$ cat config.mk
export PLATFORM = sky130hd
export DESIGN_NAME = dmem_responder
export DESIGN_NICKNAME = d
export VERILOG_FILES = /design/src/rtl/dmem_responder.sv
export SDC_FILE = /design/constraint.sdc
export NUM_CORES = 1
export LEC_CHECK = 0
export BUFFER_PORTS_ARGS = -buffer_cell sky130_fd_sc_hd__buf_2
export CORE_MARGIN = 1
export CORE_UTILIZATION = 49
export DETAILED_ROUTE_END_ITERATION = 8
export PLACE_DENSITY = 0.8
export SETUP_SLACK_MARGIN = 0.1
export SLEW_MARGIN = 10
export SYNTH_ARGS = -nofsm -noshare
export SYNTH_HDL_FRONTEND = slang
export SYNTH_SLANG_ARGS = --single-unit
$ cat constraint.sdc
create_clock -name CLK -period 2.8 [get_ports CLK]
set_clock_uncertainty 0.2 [all_clocks]
set_input_delay 0 -clock CLK [delete_from_list [all_inputs] [get_ports CLK]]
set_output_delay 0 -clock CLK [all_outputs]
set_load 0.02 [all_outputs]
$ cat src/rtl/dmem_responder.sv
// dmem_responder: single-outstanding data-request responder driving a word-wide RAM port.
// Optional LL/SC link tracking is compiled in when DMEM_LLSC_EN is defined.
module dmem_responder #(
  parameter int unsigned TIMEOUT  = 64,
  parameter logic [31:0] ERR_WORD = 32'hBAD1BAD1
) (
  input  logic        CLK,
  input  logic        RST,
  input  logic        dREN,
  input  logic        dWEN,
  input  logic [31:0] daddr,
  input  logic [31:0] dstore,
  input  logic        datomic,
  input  logic        snoop_valid,
  input  logic [31:0] snoop_addr,
  output logic        dhit,
  output logic [31:0] dload,
  output logic        derror,
  output logic        ramREN,
  output logic        ramWEN,
  output logic [31:0] ramaddr,
  output logic [31:0] ramstore,
  input  logic [1:0]  ramstate,
  input  logic [31:0] ramload
);

  localparam int unsigned CW = 10;
  localparam int unsigned AW = 30;
  localparam int unsigned DW = 32;
  localparam logic [CW-1:0] TMAX = CW'(TIMEOUT - 1);
  localparam logic [1:0] RS_ACCESS = 2'd2;
  localparam logic [1:0] RS_ERROR  = 2'd3;

  typedef enum logic [1:0] {S_IDLE = 2'd0, S_ACCESS = 2'd1, S_DONE = 2'd2} state_t;

  state_t        r_state, w_state_nxt;
  logic [CW-1:0] r_cnt, w_cnt_nxt;
  logic          r_err, w_err_nxt;
  logic          r_wr, w_wr_nxt;
  logic [AW-1:0] r_addr, w_addr_nxt;
  logic [DW-1:0] r_data, w_data_nxt;
  logic [DW-1:0] r_dload, w_dload_nxt;

  logic          r_dhit, w_dhit_nxt;
  logic          r_derror, w_derror_nxt;
  logic          r_ramren, w_ramren_nxt;
  logic          r_ramwen, w_ramwen_nxt;
  logic [DW-1:0] r_ramaddr, w_ramaddr_nxt;
  logic [DW-1:0] r_ramstore, w_ramstore_nxt;

`ifdef DMEM_LLSC_EN
  logic          r_atom, w_atom_nxt;
  logic          r_link_vld, w_link_vld_nxt;
  logic [AW-1:0] r_link_addr, w_link_addr_nxt;
  logic          w_link_hit;
  logic          w_ll_set;
  assign w_link_hit = r_link_vld && (r_link_addr == daddr[31:2]);
`endif

  // Byte offsets never reach the word-wide RAM; snoop/atomic only matter with LL/SC.
  logic w_unused;
  assign w_unused = ^{datomic, snoop_valid, snoop_addr, daddr[1:0]};

  // State and datapath registers; outputs are registered from next-state values.
  always_ff @(posedge CLK) begin
    if (RST) begin
      r_state    <= S_IDLE;
      r_cnt      <= '0;
      r_err      <= 1'b0;
      r_wr       <= 1'b0;
      r_addr     <= '0;
      r_data     <= '0;
      r_dload    <= '0;
      r_dhit     <= 1'b0;
      r_derror   <= 1'b0;
      r_ramren   <= 1'b0;
      r_ramwen   <= 1'b0;
      r_ramaddr  <= '0;
      r_ramstore <= '0;
`ifdef DMEM_LLSC_EN
      r_atom      <= 1'b0;
      r_link_vld  <= 1'b0;
      r_link_addr <= '0;
`endif
    end else begin
      r_state    <= w_state_nxt;
      r_cnt      <= w_cnt_nxt;
      r_err      <= w_err_nxt;
      r_wr       <= w_wr_nxt;
      r_addr     <= w_addr_nxt;
      r_data     <= w_data_nxt;
      r_dload    <= w_dload_nxt;
      r_dhit     <= w_dhit_nxt;
      r_derror   <= w_derror_nxt;
      r_ramren   <= w_ramren_nxt;
      r_ramwen   <= w_ramwen_nxt;
      r_ramaddr  <= w_ramaddr_nxt;
      r_ramstore <= w_ramstore_nxt;
`ifdef DMEM_LLSC_EN
      r_atom      <= w_atom_nxt;
      r_link_vld  <= w_link_vld_nxt;
      r_link_addr <= w_link_addr_nxt;
`endif
    end
  end

  // Next-state, request latch, completion data and link tracking.
  always_comb begin
    w_state_nxt = r_state;
    w_cnt_nxt   = r_cnt;
    w_err_nxt   = r_err;
    w_wr_nxt    = r_wr;
    w_addr_nxt  = r_addr;
    w_data_nxt  = r_data;
    w_dload_nxt = r_dload;
`ifdef DMEM_LLSC_EN
    w_atom_nxt      = r_atom;
    w_link_vld_nxt  = r_link_vld;
    w_link_addr_nxt = r_link_addr;
    w_ll_set        = 1'b0;
`endif
    case (r_state)
      S_IDLE: begin
        if (dWEN || dREN) begin
          w_wr_nxt    = dWEN;
          w_addr_nxt  = daddr[31:2];
          w_data_nxt  = dstore;
          w_state_nxt = S_ACCESS;
`ifdef DMEM_LLSC_EN
          w_atom_nxt = datomic;
          if (dWEN && datomic) begin
            w_link_vld_nxt = 1'b0;
            // A failed SC completes without touching RAM.
            if (!w_link_hit) begin
              w_state_nxt = S_DONE;
              w_dload_nxt = '0;
            end
          end else if (dWEN && w_link_hit) begin
            w_link_vld_nxt = 1'b0;
          end
`endif
        end
      end
      S_ACCESS: begin
        if (ramstate == RS_ACCESS) begin
          w_state_nxt = S_DONE;
          w_dload_nxt = r_wr ? '0 : ramload;
`ifdef DMEM_LLSC_EN
          if (r_atom && r_wr) begin
            w_dload_nxt = DW'(1);
          end
          if (r_atom && !r_wr) begin
            w_link_vld_nxt  = 1'b1;
            w_link_addr_nxt = r_addr;
            w_ll_set        = 1'b1;
          end
`endif
        end else if ((ramstate == RS_ERROR) || (r_cnt == TMAX)) begin
          w_state_nxt = S_DONE;
          w_dload_nxt = ERR_WORD;
          w_err_nxt   = 1'b1;
        end else begin
          w_cnt_nxt = r_cnt + CW'(1);
        end
      end
      S_DONE: begin
        w_state_nxt = S_IDLE;
        w_cnt_nxt   = '0;
        w_err_nxt   = 1'b0;
      end
      default: begin
        w_state_nxt = S_IDLE;
      end
    endcase
`ifdef DMEM_LLSC_EN
    if (snoop_valid && (snoop_addr[31:2] == r_link_addr) && !w_ll_set) begin
      w_link_vld_nxt = 1'b0;
    end
`endif
  end

  // Output decode of the upcoming state.
  always_comb begin
    w_dhit_nxt     = 1'b0;
    w_derror_nxt   = 1'b0;
    w_ramren_nxt   = 1'b0;
    w_ramwen_nxt   = 1'b0;
    w_ramaddr_nxt  = '0;
    w_ramstore_nxt = '0;
    case (w_state_nxt)
      S_ACCESS: begin
        w_ramren_nxt   = !w_wr_nxt;
        w_ramwen_nxt   = w_wr_nxt;
        w_ramaddr_nxt  = {w_addr_nxt, 2'b00};
        w_ramstore_nxt = w_data_nxt;
      end
      S_DONE: begin
        w_dhit_nxt   = 1'b1;
        w_derror_nxt = w_err_nxt;
      end
      default: begin
      end
    endcase
  end

  assign dhit     = r_dhit;
  assign derror   = r_derror;
  assign dload    = r_dload;
  assign ramREN   = r_ramren;
  assign ramWEN   = r_ramwen;
  assign ramaddr  = r_ramaddr;
  assign ramstore = r_ramstore;

endmodule

==> flow_summary.json, run 1 <==
{
  "setup_ws_ns": 0.1809,
  "ios": 236,
  "ys_ff_latch": 174,
  "fp-row-count": 41,
  "p_int_mw": 4.919,
  "fin_crit_ns": 2.619,
  "total_power_mw": 6.890,
  "path_class": "register to register",
  "ys_warn_count": 0,
  "dpl_cell_area_mm2": 0.007435,
  "antenna_found_initial": 0,
  "combPwrFrac_pct": 22.0,
  "power.leakage_nw": 4.657,
  "grt_overflow": 0,
  "core_area_mm2": 0.01257,
  "fp.dieH_um": 115.3,
  "ys_types": 44,
  "clkPwrFrac_pct": 37.0,
  "drt_first_pass_iters": 4,
  "r2r_start": "r_state[1]",
  "setup_viol": 0,
  "cts_max_path_buffers": 2,
  "pwr-share-seq_pct": 41.0,
  "crit_fanout": 20,
  "synth_top_cell_by_area": "dfxtp_1",
  "pre_cts_slack_ns": 0.4255,
  "rsz0062_at_grt": "no",
  "cts-root-buf": "clkbuf_16",
  "synth_flop_cell": "dfxtp_1",
  "worstMarginPinSlew_ns": 1.083,
  "cts_buffers": 17,
  "reg2regPathDepth": 7,
  "drc": 0,
  "critPathArrivalTime_ns": 2.73,
  "fin_area_mm2": 0.009524,
  "finalMaxSlewViolations": 0,
  "postSynthCellCount": 594,
  "ant_nets": 0,
  "crit_path_end_kind": "register",
  "synth_top_area_share_pct": 55.41,
  "tritoncts": "yes",
  "dieWidth_um": 115.3,
  "hold_viol_final": 0,
  "dieArea_mm2": 0.01329,
  "cts_setup_buffers": 0,
  "area_delta_synth_final_pct": 51.51,
  "switching_power_mw": 1.971,
  "max_slew_margin_pct": 27.78,
  "max_freq_mhz": 381.8,
  "drt-wirelength-per-cell_um": 16.85,
  "routed_wl_mm": 18.71,
  "cap_violations": 0,
  "drive_above_1_share_pct": 28.82,
  "vias_per_cell": 5.140,
  "grt_usage_pct": 28.19,
  "tns_ns": 0,
  "whs_ns": 0.1745,
  "nets": 1064,
  "via_count": 5705,
  "drt_first_iter_violations": 275,
  "synth-seq-area-share_pct": 55.41,
  "cts_sinks": 174,
  "io_buffers": 197,
  "r2r_slack_ns": 0.18,
  "start_util_pct": 50.01,
  "place_hpwl_mm": 9.985,
  "status": "complete, no violations",
  "synth_edf_count": 0,
  "start_kind": "register",
  "p_sw_share_pct": 28.60,
  "synth_area_leaders": "dfxtp_1, mux2i_1, and3_1",
  "worst_ep_required_time_ns": 2.91,
  "worstReg2RegEnd": "r_data[13]",
  "grt_max_degree": 74,
  "crit_end": "r_data[13]",
  "startpoint": "r_state[1]",
  "clkLatencyLatePin_ns": 0.43,
  "fillCellCount": 791,
  "grt_pass1_wl_mm": 28.57,
  "syn_avg_cell_area_um2": 10.58,
  "htreeDepth": 4,
  "grt_pass1_vias": 5897,
  "finalWeightedCongestion": 0.8413,
  "ir_drop_v": 0.0004890,
  "synth-async-reset-ratio_pct": 0,
  "worstHoldPathCells": 4,
  "cts.reportedPaths.clkPinSlew_ns": 0.07,
  "fin_crit_sh_pct": 93.54,
  "yosysMostFrequentCell": "dfxtp_1",
  "p_per_area_mw_per_mm2": 723.5,
  "hold_path.class": "input port to register",
  "netlist_area_mm2": 0.006286,
  "netlist_top_cells_count": "dfxtp_1, mux2i_1, nor2_1"
}
-- final cells by class --
type	count	area (um2)	area share (%)
Sequential cell	174	3483	36.57
Timing Repair Buffer	353	2574	27.02
Multi-Input combinational cell	354	2522	26.48
Clock buffer	17	425.4	4.467
Tap cell	172	215.2	2.260
Clock inverter	15	211.5	2.220
Inverter	24	90.09	0.9459
Antenna cell	1	2.502	0.02627
-- power by group through the flow --
stage | registers (mW) | clock network, mW | logic, mW
finish | 2.82 | 2.55 | 1.52
detailed placement | 2.87 | 0 | 1.24
global placement | 2.86 | 0 | 1.20
floorplan | 3.03 | 0 | 0.684
CTS | 2.81 | 2.56 | 1.45
global route | 2.84 | 2.68 | 1.62
-- state kept, by name (all words and copies together) (netlist names), 2 cells and up --
| register | cells |
|---|---|
| dload | 32 |
| r_data | 32 |
| ramstore | 32 |
| r_addr | 30 |
| ramaddr | 30 |
| r_cnt | 10 |
| r_state | 2 |
-- per-stage QoR --
stage               cells  util, %
floorplan             595        -
global placement      934    59.15
detailed placement    934    59.15
CTS                  1108    75.53
global route         1109    75.76
finish               1110    75.78
-- cell usage in the layout (no fill, tap or decap), types with 3 or more instances in the layout --
cell type      netlist  routed
clkinvlp_4           0       3
nand2b_1            22      22
a21oi_1             11      11
or4_1                4       4
dfxtp_1            174     174
ha_1                 4       4
nand3_1              6       6
buf_2                9     196
nor2_1              68      67
o31ai_1              4       3
bufinv_16            0       4
or3_1                3       3
buf_4                3      10
and3_1              64      64
dlygate4sd3_1        0     142
clkbuf_16            0      18
a221oi_2            16      16
o21ai_0              4       3
inv_1               24      24
clkinv_4             0       4
mux2i_1             78      78
buf_12               0       3
nand2_1             35      35
-- metal layers --
layer  up-vias  part of all wire, %  global-route usage [%]
met3        67                  4.4                   6.853
met1      2748                   38                   28.84
met2       195                   54                   51.69
met4         0                  4.0                   17.49
met5         -                    0                       0
li1       2695                    -                       -
-- what timing repair did --
| action | in CTS | in global routing |
|---|---|---|
| endpoints found under the setup margin | 0 | 5 |
| resized for setup | 0 | 1 |
| hold buffers | 142 | 0 |
| endpoints found under the hold margin | 164 | 0 |
-- worst max-delay path, cell delays in order (launching register included) --
cell           delay, ns
dfxtp_1             0.45
inv_1               0.12
ha_1                0.28
o21ai_4             0.16
buf_6               0.31
mux2i_1             0.26
nor2_1              0.08
dlygate4sd3_1       0.62
-- cells by family after synthesis --
logic type,Yosys count,synth area share [%]
mux,78,12.42
flops,174,55.41
fa+ha+maj,4,0.7962
compound gates,52,7.922
buf+inv,67,5.076
simple gates,218,18.31
other cells,1,0.05966
-- worst min-delay path by stage --
stage,from,end,slack [ns]
after detailed placement,ramload[17],dload[17],0.05
after global placement,ramload[17],dload[17],0.05
after floorplan,ramload[10],dload[10],-0.06
final,ramload[2],dload[2],0.17
after CTS,ramload[10],dload[10],0.14
after global routing,ramload[2],dload[2],0.18
(Power assumes the default switching activity.)
==> inputs of run 2 (changes only) <==
--- a/config.mk
+++ b/config.mk
@@ -7,9 +7,9 @@
 export LEC_CHECK = 0
 export BUFFER_PORTS_ARGS = -buffer_cell sky130_fd_sc_hd__buf_2
 export CORE_MARGIN = 1
-export CORE_UTILIZATION = 49
+export CORE_UTILIZATION = 45
 export DETAILED_ROUTE_END_ITERATION = 8
-export PLACE_DENSITY = 0.8
+export PLACE_DENSITY = 0.74
 export SETUP_SLACK_MARGIN = 0.1
 export SLEW_MARGIN = 10
 export SYNTH_ARGS = -nofsm -noshare
==> run 2 against run 1 <==
  * Non-clock buffer count grew 2
  * Critical endpoint is now r_wr
  * Final area is essentially flat
  * Register-to-register slack lost 0.05 ns
  * Largest power group unchanged
  * Clock power shrank 2%
  * Count of clock-buffer cells in the layout grew 7
  * Hold slack lost 0.051 ns
  * Via count shrank 2.5%
==> flow_summary.json, run 2 (synthesis gave the netlist of run 1 again) <==
{
  "status": "complete, no violations",
  "final_util_pct": 70.73,
  "cts.reportedPaths.clkPinSlew_ns": 0.06,
  "drive_above_1_share_pct": 28.71,
  "fin_crit_sh_pct": 95.35,
  "fillCellCount": 968,
  "vias_per_cell": 4.996,
  "met2_wirelength_mm": 9.328,
  "drt_first_pass_iters": 4,
  "highest_layer": "met4",
  "routed-wl-met3_um": 975,
  "crit_fanout": 6,
  "core_area_mm2": 0.01345,
  "nets": 1067,
  "max_slew_margin_pct": 23.03,
  "hold_path.class": "input port to register",
  "drc": 0,
  "setup_ws_ns": 0.1301,
  "final_cell_mix": "buf_2, dfxtp_1, dlygate4sd3_1",
  "crit_path_end_kind": "register",
  "clkLatencyLatePin_ns": 0.42,
  "crit_family": "buffers and inverters",
  "max_freq_mhz": 374.5,
  "pre_cts_slack_ns": 0.3787,
  "total_power_mw": 6.818,
  "finalMaxSlewViolations": 0,
  "cts_buffers": 17,
  "ir_drop_v": 0.0004764,
  "cts_max_path_buffers": 2,
  "ant_nets": 0,
  "met1Wirelength_mm": 7.008,
  "worstMarginPinSlew_ns": 1.155,
  "dieWidth_um": 120.2,
  "io_buffers": 197,
  "drt_first_iter_violations": 290,
  "start_kind": "register",
  "dpl.cell_count": 937,
  "path_buf_inv": 3,
  "dieArea_mm2": 0.01445,
  "rsz0062_at_grt": "yes",
  "setup_viol": 0,
  "ios": 236,
  "grt_usage_pct": 24.97,
  "grt_overflow": 0,
  "path_cells": "inv_1 > ha_1 > nand2_1 > a22oi_1 > dlygate4sd3_1 > nor2_1 > dlygate4sd3_1",
  "htreeDepth": 4,
  "start_util_pct": 46.73,
  "grt_max_degree": 54,
  "critPathArrivalTime_ns": 2.77,
  "antenna_found_initial": 0,
  "fp.dieH_um": 120.2,
  "max_stage_delay_ns": 0.59,
  "diodes": 0,
  "p_per_area_mw_per_mm2": 716.6,
  "place_hpwl_mm": 10.09,
  "cts-root-buf": "clkbuf_16",
  "final_common_cell": "buf_2",
  "cpMostUsedCell": "dlygate4sd3_1",
  "fp-row-count": 42,
  "path_class": "register to register",
  "slowest_stage": "dlygate4sd3_1",
  "cap_violations": 0,
  "hold_viol_final": 0,
  "drt-wirelength-per-cell_um": 16.14,
  "cts_resized": 0,
  "cts_sinks": 174,
  "grt_pass1_vias": 5880,
  "fin_cells": 1113,
  "worst_ep_required_time_ns": 2.90,
  "tns_ns": 0,
  "power.leakage_nw": 4.623,
  "tritoncts": "yes",
  "area_delta_synth_final_pct": 51.37,
  "finalWeightedCongestion": 0.8894,
  "via_count": 5561,
  "fin_crit_ns": 2.670,
  "grt_pass1_wl_mm": 28.10,
  "routed_wl_mm": 17.97
}
## run 2: changes by cell type in the layout (fill, tap and decap cells not counted), sizes merged
cell	previous run	this run
clkinvlp	3	0
o21ai	6	7
clkinv	5	0
inv	27	25
diode	1	0
dlygate4sd3	142	139
clkbuf	18	24
buf	210	216
## run 2: final timing paths
path	startpoint	cells after the start	endpoint	slack [ns]
min	dREN	4	r_data[15]	0.12
min reg2reg	dload[11]	2	dload[11]	0.27
max reg2reg	r_state[1]	7	r_wr	0.13
max	r_state[1]	7	r_wr	0.13
## run 2: worst min-delay path, delay by kind of cell
| kind | cells | cell delay [ns] |
|---|---|---|
| buffers and inverters | 1 | 0.19 |
| multiplexers | 1 | 0.20 |
| AO/OA/AOI/OAI | 1 | 0.24 |
| AND/OR/NAND/NOR | 1 | 0.06 |
## run 2: power by group
| group | switching, mW | total, mW | internal (mW) |
|---|---|---|---|
| clock network | 0.922 | 2.50 | 1.58 |
| registers | 0.0902 | 2.82 | 2.73 |
| logic | 0.823 | 1.50 | 0.675 |
## run 2: repair_timing
| item | CTS | global route |
|---|---|---|
| hold buffers | 139 | 0 |
| setup buffers | 0 | 7 |
| setup endpoints to repair | 0 | 20 |
| hold endpoints to repair | 165 | 0 |
## run 2: cell type report
| class | count | area [um2] | share of cell area [%] |
|---|---|---|---|
| flip-flops and latches | 174 | 3483 | 36.61 |
| clock buffers | 24 | 491.7 | 5.168 |
| multi-input cells | 355 | 2529 | 26.57 |
| well taps | 176 | 220.2 | 2.314 |
| repair buffers | 355 | 2572 | 27.03 |
| clock inverters | 5 | 128.9 | 1.354 |
| inverters | 24 | 90.09 | 0.9467 |
## run 2: per-stage QoR
stage / hold WS, ns / area [um2]
2_1_floorplan: -0.06119 / 6290
3_3_place_gp: 0.04584 / 7442
3_5_place_dp: 0.04867 / 7442
4_1_cts: 0.1149 / 9454
5_1_grt: 0.1594 / 9515
6_report: 0.1236 / 9515
## run 2: metal layers
layer / vias up / GRT usage, %
met1: 2644 / 26.34
met5: - / 0
met2: 171 / 44.86
met3: 55 / 6.887
li1: 2691 / -
met4: 0 / 13.44
